--- src/rtl/tdm_pkg.sv ---
// Shared types and helpers for the two-channel TDM demultiplexer.
package tdm_pkg;

  typedef enum logic {
    IDLE = 1'b0,
    RUN  = 1'b1
  } state_t;

  // Level driven on sel_out while the line carries channel A.
  localparam logic SEL_A = 1'b1;

  function automatic int unsigned frame_len(input int unsigned width, input bit parity_en);
    return parity_en ? 2 * (width + 1) : 2 * width;
  endfunction

endpackage

--- src/rtl/tdm_deser.sv ---
// One channel of the demux: MSB-first shift register with running parity.
// The *_nxt outputs show the word/parity including the bit sampled on this edge.
module tdm_deser
  import tdm_pkg::*;
#(
  parameter int WIDTH = 8
) (
  input  logic             clk,
  input  logic             rst_n,
  input  logic             i_din,
  input  logic             i_shift,
  input  logic             i_par,
  input  logic             i_clr,
  input  logic             i_seed,
  output logic [WIDTH-1:0] o_word_nxt,
  output logic             o_par_nxt
);

  logic [WIDTH-1:0] r_word;
  logic             r_par;

  always_comb begin
    o_word_nxt = i_shift ? {r_word[WIDTH-2:0], i_din} : r_word;
    o_par_nxt  = i_par ? (r_par ^ i_din) : r_par;
  end

  // A clear drops the running frame; a seed makes the current bit the first of a new one.
  always_ff @(posedge clk or negedge rst_n) begin
    if (!rst_n) begin
      r_word <= '0;
      r_par  <= 1'b0;
    end else if (i_clr) begin
      r_word <= i_seed ? {{(WIDTH-1){1'b0}}, i_din} : '0;
      r_par  <= i_seed & i_din;
    end else begin
      r_word <= o_word_nxt;
      r_par  <= o_par_nxt;
    end
  end

endmodule

--- src/rtl/tdm_demux2.sv ---
// Receive side of the 2:1 TDM link: slot counter, frame sync/flywheel and word outputs.
// Define DEMUX_PARITY_EN to expect an even-parity bit after each channel's LSB.
module tdm_demux2
  import tdm_pkg::*;
#(
  parameter int WIDTH = 8
) (
  input  logic             clk,
  input  logic             rst_n,
  input  logic             din,
  input  logic             frame_sync,
  output logic             sel_out,
  output logic [WIDTH-1:0] a_word,
  output logic [WIDTH-1:0] b_word,
  output logic             valid,
  output logic             locked,
  output logic             sync_err,
  output logic             par_err
);

`ifdef DEMUX_PARITY_EN
  localparam bit PAR_EN = 1'b1;
`else
  localparam bit PAR_EN = 1'b0;
`endif

  localparam int unsigned    FL   = frame_len(WIDTH, PAR_EN);
  localparam int             SW   = $clog2(FL);
  localparam logic [SW-1:0]  LAST = SW'(FL - 1);
  localparam logic [SW-1:0]  ONE  = SW'(1);

  state_t          r_state;
  state_t          w_state_nxt;
  logic [SW-1:0]   r_slot;
  logic [SW-1:0]   w_slot_nxt;

  logic            w_run;
  logic            w_resync;
  logic            w_start;
  logic            w_done;
  logic            w_is_a;
  logic            w_is_data;

  logic [WIDTH-1:0] w_a_nxt;
  logic [WIDTH-1:0] w_b_nxt;
  logic             w_a_par_nxt;
  logic             w_b_par_nxt;

  logic             r_sel;
  logic [WIDTH-1:0] r_a_word;
  logic [WIDTH-1:0] r_b_word;
  logic             r_valid;
  logic             r_sync_err;

  // r_slot is the slot index of the bit sampled on the coming edge.
  always_comb begin
    w_run     = (r_state == RUN);
    w_resync  = w_run && frame_sync && (r_slot != '0);
    w_start   = frame_sync && (!w_run || (r_slot != '0));
    w_done    = w_run && (r_slot == LAST);
    w_is_a    = ~r_slot[0];
    w_is_data = int'(r_slot >> 1) < WIDTH;
  end

  always_ff @(posedge clk or negedge rst_n) begin
    if (!rst_n) begin
      r_state <= IDLE;
      r_slot  <= '0;
    end else begin
      r_state <= w_state_nxt;
      r_slot  <= w_slot_nxt;
    end
  end

  always_comb begin
    w_state_nxt = r_state;
    w_slot_nxt  = r_slot;
    case (r_state)
      IDLE: begin
        if (frame_sync) begin
          w_state_nxt = RUN;
          w_slot_nxt  = ONE;
        end
      end
      RUN: begin
        if (w_resync) begin
          w_slot_nxt = ONE;
        end else if (w_done) begin
          w_slot_nxt = '0;
        end else begin
          w_slot_nxt = r_slot + ONE;
        end
      end
      default: begin
        w_state_nxt = IDLE;
        w_slot_nxt  = '0;
      end
    endcase
  end

  tdm_deser #(.WIDTH(WIDTH)) u_deser_a (
    .clk        (clk),
    .rst_n      (rst_n),
    .i_din      (din),
    .i_shift    (w_run && w_is_a && w_is_data),
    .i_par      (w_run && w_is_a),
    .i_clr      (w_start || w_done),
    .i_seed     (w_start),
    .o_word_nxt (w_a_nxt),
    .o_par_nxt  (w_a_par_nxt)
  );

  // B never receives slot 0, so it is only ever cleared, never seeded.
  tdm_deser #(.WIDTH(WIDTH)) u_deser_b (
    .clk        (clk),
    .rst_n      (rst_n),
    .i_din      (din),
    .i_shift    (w_run && !w_is_a && w_is_data),
    .i_par      (w_run && !w_is_a),
    .i_clr      (w_start || w_done),
    .i_seed     (1'b0),
    .o_word_nxt (w_b_nxt),
    .o_par_nxt  (w_b_par_nxt)
  );

  always_ff @(posedge clk or negedge rst_n) begin
    if (!rst_n) begin
      r_sel      <= 1'b0;
      r_a_word   <= '0;
      r_b_word   <= '0;
      r_valid    <= 1'b0;
      r_sync_err <= 1'b0;
    end else begin
      r_sel      <= ((w_state_nxt == RUN) && !w_slot_nxt[0]) ? SEL_A : ~SEL_A;
      r_valid    <= w_done;
      r_sync_err <= w_resync;
      if (w_done) begin
        r_a_word <= w_a_nxt;
        r_b_word <= w_b_nxt;
      end
    end
  end

`ifdef DEMUX_PARITY_EN
  logic r_par_err;

  always_ff @(posedge clk or negedge rst_n) begin
    if (!rst_n) begin
      r_par_err <= 1'b0;
    end else begin
      r_par_err <= w_done && (w_a_par_nxt || w_b_par_nxt);
    end
  end

  assign par_err = r_par_err;
`else
  logic w_unused_par;
  assign w_unused_par = w_a_par_nxt ^ w_b_par_nxt;
  assign par_err      = 1'b0;
`endif

  assign sel_out  = r_sel;
  assign a_word   = r_a_word;
  assign b_word   = r_b_word;
  assign valid    = r_valid;
  assign locked   = w_run;
  assign sync_err = r_sync_err;

endmodule

--- config.mk ---
export PLATFORM = sky130hd
export DESIGN_NAME = tdm_demux2
export DESIGN_NICKNAME = d
export VERILOG_FILES = /design/src/rtl/tdm_pkg.sv /design/src/rtl/tdm_deser.sv /design/src/rtl/tdm_demux2.sv
export SDC_FILE = /design/constraint.sdc
export NUM_CORES = 1
export LEC_CHECK = 0
export ABC_AREA = 1
export CAP_MARGIN = 5
export CORE_MARGIN = 2
export CORE_UTILIZATION = 30
export CTS_CLUSTER_SIZE = 28
export DETAILED_ROUTE_END_ITERATION = 12
export RECOVER_POWER = 100
export SLEW_MARGIN = 30
export SYNTH_ARGS = -nofsm -noshare
export SYNTH_HDL_FRONTEND = slang
export SYNTH_SLANG_ARGS = --single-unit
--- constraint.sdc ---
create_clock -name clk -period 1.5 [get_ports clk]
set_input_delay 0.3 -clock clk [delete_from_list [all_inputs] [get_ports clk]]
set_output_delay 0.3 -clock clk [all_outputs]
set_load 0.02 [all_outputs]
### Yosys cells after proc, flatten, opt, wreduce, memory -nomap -nowiden

Index checks and enable logic that the tools add are counted.

* add/sub/neg operators: 1
* order comparisons: 1
* eq/ne operators: 2
* mux-type cells: 12
* bitwise operators: 2
* reduce and logical (&&, ||, !) cells: 14

Operators by type and width (count)
* 8-bit 2-to-1 mux: 4
* 4-bit 2-to-1 mux: 3
* 1-bit logical AND: 9
* 4-bit case mux with 2 select lines: 1
* 4-bit by 1-bit adder with 4-bit output (second input constant): 1
* 4-bit equality test (second input constant): 1
* 3-bit by 4-bit < comparator with 1-bit output (second input constant): 1
* 1-bit 2-to-1 mux: 4
* 4-bit nonzero test: 1
* 1-bit zero test: 2
* 1-bit logical OR: 2
* 2-bit inequality test (second input constant): 1
* 1-bit NOT: 2

* bits in registers: 40
* input bits: 4
* output and inout bits: 21

### Depth between registers and ports, before layout

Gate-level depths: netlist of run 1.

* word-level depth: 8
* gate-level depth with buffers: 8
* mapped depth without buffers: 8

### Hierarchy

A second synthesis of run 1 with hierarchy kept.

* cells, all modules: 237
* area, all modules: 2009.4 µm²

By module, submodules not included
* tdm_demux2: instances 1, cells an instance 123, area each 1036.0 µm², seq. area each 600.6 µm²
* tdm_deser: instances 2, cells an instance 57, area each 486.7 µm², seq. area each 225.2 µm²

### Worst setup path after synthesis of run 1

Ideal clock, no wire load.

* kind: register to register
* from: reg r_slot[0]
* to: reg u_deser_b.r_word[3]
* library setup time: 0.122 ns
* data arrival time: 1.188 ns
* data required time: 1.378 ns
* setup slack: 0.190 ns
* stages on the path, launching flop included: 8
* buffers on the path: 1
* period minus slack after synthesis: 1.310 ns
* cell sequence: dfrtp_1 > inv_2 > ha_1 > nand4_4 > nand2_2 > nand2_4 > buf_8 > nor2_2

* word-level cells in the longest chain between the ends: 5
* elaborated cells on any way between the ends: 10
* those cells by class: 1 x eq/ne; 2 x mux; 7 x reduce/logical

Ends and longest elaborated chain
* start: declaration: RTL line tdm_demux2.sv:34 `logic [SW-1:0] r_slot;`
* start signal: assignment: RTL line tdm_demux2.sv:71 `r_slot <= w_slot_nxt;`
* 4-bit nonzero test: RTL line tdm_demux2.sv:59 `w_start = frame_sync && (!w_run || (r_slot != '0));`
* 1-bit logical OR: RTL line tdm_demux2.sv:59
* 1-bit logical AND: RTL line tdm_demux2.sv:59
* 1-bit logical OR: RTL line tdm_demux2.sv:120 `.i_clr (w_start || w_done),`
* 8-bit 2-to-1 mux *: RTL line tdm_deser.sv:32 `end else if (i_clr) begin`
* end signal: assignment: RTL line tdm_deser.sv:33 `r_word <= i_seed ? {{(WIDTH-1){1'b0}}, i_din} : '0;`
* end signal: assignment: RTL line tdm_deser.sv:36 `r_word <= o_word_nxt;`
* end: declaration: RTL line tdm_deser.sv:19 `logic [WIDTH-1:0] r_word;`

Every way passes the cells marked *; elsewhere a longest branch is shown, timed or not.
A chain may end at the register's enable or synchronous reset.

### Final worst setup path of run 1

* from: reg r_slot[0]
* to: reg r_b_word[5], in the netlist b_word[5]

* word-level cells in the longest chain between the ends: 3
* elaborated cells on any way between the ends: 5
* those cells by class: 1 x eq/ne; 1 x mux; 3 x reduce/logical

Ends and longest elaborated chain
* 1-bit logical AND
* 1-bit logical AND: RTL line tdm_demux2.sv:118 `.i_shift (w_run && !w_is_a && w_is_data),`
* 8-bit 2-to-1 mux: RTL line tdm_deser.sv:23 `o_word_nxt = i_shift ? {r_word[WIDTH-2:0], i_din} : r_word;`
* end signal: assignment: RTL line tdm_demux2.sv:139 `r_b_word <= w_b_nxt;`
* end: declaration: RTL line tdm_demux2.sv:51 `logic [WIDTH-1:0] r_b_word;`

Parallel ways exist; a longest one is shown, timed or not.

==> results.py, run 1 <==
metrics = {
    "setup_path": {
        "critPathCaptureType": "register",
        "r2r_cells": 6,
        "reg2reg_slack_ps": 170,
        "critPathArrivalTime_ps": 1500,
        "required_ps": 1670,
        "reg2reg_to": "b_word[5]",
        "startpoint_type": "register",
        "path_class": "reg -> reg",
        "path_max_fanout": 21,
        "r2r_start": "r_slot[0]",
    },
    "sta": {
        "fin_crit_sh": 0.887,
        "maxSlewHeadroom": 0.642,
        "clock.fmax_mhz": 752,
        "tightest_slew_ps": 536,
        "tns_ps": 0,
        "setup_viol": 0,
        "fin_crit_ps": 1330,
        "hold_ws_ps": 480,
        "grt_setup_unrepaired": "false",
        "fin_skew_ps": 7.91,
        "hold_viol": 0,
        "maxSlewViolCount": 0,
    },
    "detailed_routing": {
        "drt_iter0_drc": 55,
        "drc": 0,
        "vias": 1261,
        "drt_first_pass_iters": 4,
        "drtAntennaViolNets": 0,
        "wl_per_cell_um": 10.4,
        "vias_per_cell": 4.26,
        "routed_wl_mm": 3.07,
    },
    "pwr": {
        "cellPowerDensity_mw_per_mm2": 1840,
        "ir_drop_v": 0.000599,
        "total_leakage_power_nw": 1.11,
    },
    "placed_design": {
        "dpl.hpwl_mm": 2.25,
        "portBuffers": 23,
        "gp_congestion": 0.837,
    },
    "clocking": {
        "cts-buffers-inserted": 5,
        "htree_num_levels": 2,
        "cts.sinks": 40,
        "clock-root-buffer": "clkbuf_8",
        "cts_setup_buffers": 0,
        "cts_tree": "built",
        "clk_latency_ps": 290,
        "clockBufferDepth": 2,
        "clk_pin_slew_worst_paths_ps": 80,
    },
    "floorplan": {
        "die_w_um": 82.4,
        "dieArea_mm2": 0.00679,
        "initial_core_util": 0.312,
        "ios": 25,
        "core_mm2": 0.00592,
        "rows": 28,
        "die_h_um": 82.4,
    },
    "synth": {
        "ys_seq_area_frac": 0.542,
        "syn_avg_cell_area_um2": 9.61,
        "netlist_instances": 192,
        "synth.area.top_cells": "dfrtp_1 54%, nand2_1 9.6%, o21ai_2 5.7%",
        "synth_common_cells": "47 x nand2_1, 40 x dfrtp_1, 21 x inv_1, 14 x o21ai_1, 12 x o21ai_2",
        "ys_ff_latch": 40,
        "synthesis.area_mm2": 0.00185,
        "synth_fp_nets": 198,
        "ys_async_sr_fraction": 1.00,
        "synth_flop_cell": "dfrtp_1",
        "synth_edf_count": 0,
        "yosysUniqueCellTypes": 22,
        "yosysMostFrequentCell": "nand2_1",
        "yosys.area.top_type_share": 0.542,
        "netlist.top_cell.by_area": "dfrtp_1",
        "yosys_warnings": 0,
    },
    "grt": {
        "grt_pass1_wl_mm": 5.28,
        "grt.total_usage": 0.102,
        "grt_pass1_vias": 1157,
        "grt_max_degree": 41,
        "antenna_found_initial": 0,
        "grt.overflow.total": 0,
    },
    "status": {
        "outcome": "finished clean",
    },
    "cells_and_area": {
        "area_delta_synth_final_pct": 16.3,
        "drive_above_1_share": 0.149,
        "nFillCells": 608,
        "nets": 226,
        "multiInputGateArea_um2": 616,
        "antenna_cells": 0,
        "register_area_mm2": 0.00100,
    },
    "job": {
        "maxCapViolCount": 0,
    },
    "worst_hold_path": {
        "hold_path.class": "reg -> reg",
        "min_from": "a_word[0]",
        "hold_end": "a_word[0]",
        "hold_depth": 2,
    },
}
[worst max path at each step]
stage,slack [ps],endpoint,startpoint
2_1_floorplan,190,u_deser_b.r_word[3],r_slot[0]
3_3_place_gp,120,r_slot[2],frame_sync
3_5_place_dp,100,r_slot[2],frame_sync
4_1_cts,160,u_deser_a.r_word[7],r_slot[0]
5_1_grt,20,u_deser_a.r_word[0],locked
6_report,170,b_word[5],r_slot[0]
[cell type report]
| type | count | share of cell area |
|---|---|---|
| Timing Repair Buffer | 29 | 0.117 |
| Clock inverter | 1 | 0.00350 |
| Sequential cell | 40 | 0.466 |
| Clock buffer | 7 | 0.0402 |
| Inverter | 24 | 0.0420 |
| Multi-Input combinational cell | 120 | 0.287 |
| Tap cell | 75 | 0.0437 |
[worst max-delay path, stage by stage (launching register included)]
cell,delay [ps]
dfrtp_1,410
ha_1,230
nand2_1,90
inv_1,70
nand2_4,120
buf_6,190
o21ai_0,110
[logic make-up after synthesis]
group / count (synthesis) / synth area share
and+or+nand+nor: 79 / 0.208
DFF: 40 / 0.542
adders and majority gates: 2 / 0.0136
buffers and inverters: 32 / 0.102
xor gates and xnor gates: 1 / 0.00475
AOI/OAI and AO/OA: 37 / 0.127
other: 1 / 0.00203
[cell usage in the layout (no fill, tap or decap), drive strengths merged]
cell type | Yosys | layout
nand2 | 53 | 53
dfrtp | 40 | 40
o21ai | 33 | 33
inv | 24 | 24
nor2 | 21 | 21
dlygate4sd2 | 0 | 20
clkbuf | 0 | 8
buf | 8 | 5
nand3 | 4 | 4
a21oi | 4 | 4
ha | 2 | 2
clkdlybuf4s50 | 0 | 2
nand4 | 1 | 1
xnor2 | 1 | 1
conb | 1 | 1
clkinvlp | 0 | 1
dlygate4sd3 | 0 | 1
[stage by stage]
| stage | total power, W | cell area [µm²] | cells | setup slack [ps] | utilization |
|---|---|---|---|---|---|
| finish | 0.00396 | 2150 | 296 | 170 | 0.362 |
| CTS | 0.00414 | 2210 | 296 | 157 | 0.373 |
| global route | 0.00429 | 2150 | 296 | 19.4 | 0.362 |
| global placement | 0.00346 | 2130 | 287 | 116 | 0.359 |
| floorplan | 0.00301 | 1850 | 192 | 190 | - |
| detailed placement | 0.00350 | 2130 | 287 | 97.5 | 0.359 |
[state kept, by name (all words and copies together) (netlist names)]
register          flops
a_word                8
b_word                8
u_deser_a.r_word      8
u_deser_b.r_word      8
r_slot                4
locked                1
sel_out               1
sync_err              1
valid                 1
[layer usage]
layer	global-route usage	vias up	share of wire
met2	0.152	17	0.46
met4	0.0433	0	0.017
met5	0	-	0
li1	-	654	-
met1	0.138	584	0.49
met3	0.0304	6	0.038
[report_power, final]
| part | total [W] | internal [W] | switching (W) | leakage (nW) |
|---|---|---|---|---|
| Clock | 0.000736 | 0.000374 | 0.000362 | 0.0445 |
| Combinational | 0.00156 | 0.000583 | 0.000978 | 0.548 |
| Sequential | 0.00166 | 0.00145 | 0.000211 | 0.519 |
| Total | 0.00396 | 0.00241 | 0.00155 | 1.11 |
[repair_timing]
| action | 4_1_cts | 5_1_grt |
|---|---|---|
| gates resized for setup | 20 | 0 |
| endpoints found under the setup margin | 20 | 0 |
| hold endpoints to repair | 40 | 0 |
| hold buffers | 1 | 0 |
Power figures use the tool's default switching activity.
==> inputs of run 2 (changes only) <==
Settings changed: CELL_PAD_IN_SITES_DETAIL_PLACEMENT from default to 1, CELL_PAD_IN_SITES_GLOBAL_PLACEMENT from default to 1, PLACE_DENSITY_LB_ADDON from default to 0.1.
==> results.py, run 2 (synthesis results as in run 1) <==
metrics = {
    "status": {
        "outcome": "finished clean",
    },
    "sta": {
        "fin_crit_ps": 1380,
        "fin_crit_sh": 0.918,
        "grt_setup_unrepaired": "false",
        "hold_viol": 0,
        "maxSlewViolCount": 0,
        "maxSlewHeadroom": 0.637,
        "setup_viol": 0,
        "fin_skew_ps": 4.97,
        "clock.fmax_mhz": 726,
        "tightest_slew_ps": 544,
        "setup_ws_ps": 122,
    },
    "floorplan": {
        "core_mm2": 0.00592,
        "ios": 25,
        "die_h_um": 82.4,
        "initial_core_util": 0.312,
        "rows": 28,
        "dieArea_mm2": 0.00679,
        "die_w_um": 82.4,
    },
    "setup_path": {
        "critPathArrivalTime_ps": 1600,
        "startpoint_type": "register",
        "path_max_fanout": 6,
        "required_ps": 1720,
        "cpPeakStageDelay_ps": 460,
        "path_class": "reg -> reg",
        "slowest_stage": "dfrtp_2",
        "cpMostUsedCell": "nand2_1",
        "reg2reg_slack_ps": 120,
        "path_cells": "inv_2 -> ha_2 -> nand3_1 -> nand2_1 -> nand2_1 -> a21oi_2",
        "critPathCaptureType": "register",
    },
    "pwr": {
        "finalPower_w": 0.00405,
        "total_leakage_power_nw": 1.11,
        "ir_drop_v": 0.000590,
        "cellPowerDensity_mw_per_mm2": 1870,
    },
    "placed_design": {
        "portBuffers": 23,
        "gp_congestion": 0.863,
        "place_ws_ps": -3.81,
        "dpl.hpwl_mm": 2.79,
    },
    "clocking": {
        "clk_latency_ps": 290,
        "htree_num_levels": 2,
        "cts_tree": "built",
        "clock-root-buffer": "clkbuf_8",
        "cts-buffers-inserted": 5,
        "clk_pin_slew_worst_paths_ps": 70,
        "cts.sinks": 40,
        "clockBufferDepth": 2,
    },
    "cells_and_area": {
        "drive_above_1_share": 0.167,
        "final_cell_mix": "47 x nand2_1, 39 x dfrtp_1, 22 x inv_1",
        "area_delta_synth_final_pct": 17.4,
        "antenna_cells": 0,
        "nFillCells": 691,
        "final_common_cell": "nand2_1",
        "nets": 226,
        "fin_util": 0.366,
    },
    "detailed_routing": {
        "drt_first_pass_iters": 4,
        "vias": 1308,
        "vias_per_cell": 4.42,
        "drc": 0,
        "wl_per_cell_um": 12.5,
        "drt_iter0_drc": 60,
        "routed_wl_mm": 3.70,
        "drtAntennaViolNets": 0,
    },
    "grt": {
        "grt.total_usage": 0.129,
        "grt_pass1_vias": 1317,
        "antenna_found_initial": 0,
        "grt_max_degree": 22,
        "grt.overflow.total": 0,
        "grt_pass1_wl_mm": 6.41,
    },
    "worst_hold_path": {
        "hold_path.class": "in -> async",
    },
    "job": {
        "maxCapViolCount": 0,
    },
}
==> run 2: cell count changes in the layout (fill, tap and decap cells not counted), moves of 2 or more <==
| cell | delta |
|---|---|
| o21ai_2 | +2 |
| clkbuf_1 | +2 |
| o21ai_0 | -9 |
| o21ai_1 | +7 |
==> run 2: power breakdown <==
part | leakage (nW) | internal, W | switching [W] | total (W)
sequential | 0.518 | 0.00145 | 0.000236 | 0.00169
combinational | 0.551 | 0.000591 | 0.00103 | 0.00162
clock | 0.0455 | 0.000375 | 0.000363 | 0.000738
==> run 2: path summary, 6_finish.rpt <==
path | depth (start not counted) | from | to
setup / recovery | 6 | r_slot[0] | sel_out
hold / removal | 2 | rst_n | r_slot[1]
setup reg to reg | 6 | r_slot[0] | sel_out
hold reg to reg | 2 | a_word[0] | a_word[0]
max in group asynchronous | 3 | rst_n | a_word[4]
min in group clk | 2 | a_word[0] | a_word[0]
==> run 2: area by class of cell <==
| cell class | count | area (µm²) | area share |
|---|---|---|---|
| Timing Repair Buffer | 29 | 254 | 0.117 |
| Sequential cell | 40 | 1000 | 0.462 |
| Inverter | 24 | 90.1 | 0.0416 |
| Multi-Input combinational cell | 120 | 637 | 0.294 |
| Tap cell | 75 | 93.8 | 0.0433 |
| Clock buffer | 8 | 90.1 | 0.0416 |
==> run 2: what timing repair did <==
| item | in CTS | in global routing |
|---|---|---|
| endpoints found under the setup margin | 20 | 19 |
| gates resized for setup | 20 | 4 |
| endpoints found under the hold margin | 15 | 0 |
| hold buffers | 1 | 0 |
| cloned | 0 | 0 |
| setup buffers | 0 | 0 |
| pin swaps | 0 | 0 |
==> run 2: metal layers <==
layer	vias to the layer above	share of wire	track usage
met3	10	0.038	0.0293
met1	623	0.49	0.169
li1	650	-	-
met2	25	0.44	0.194
met5	-	0	0
met4	0	0.031	0.0767
==> run 2: critical path: cells and delay by family (launching register included) <==
kind                       cells  cell delay, ps
DFF                            1             460
buffers and inverters          1             120
adders and majority gates      1             210
and+or+nand+nor                3             360
AOI/OAI and AO/OA              1             150
==> run 2: stage by stage <==
stage               cells  hold WS, ps  TNS [ps]  area (µm²)
finish                296          462         0        2170
global route          296          496         0        2170
CTS                   296          475         0        2190
detailed placement    287          254     -4.97        2120
global placement      287          245         0        2120
floorplan             192         4.41         0        1850
==> inputs of run 3 (changes only) <==
Settings changed: CTS_CLUSTER_SIZE 28 to default.
==> results of run 3 <==
No change in the layout: final DEF, timing and power equal those of run 2.
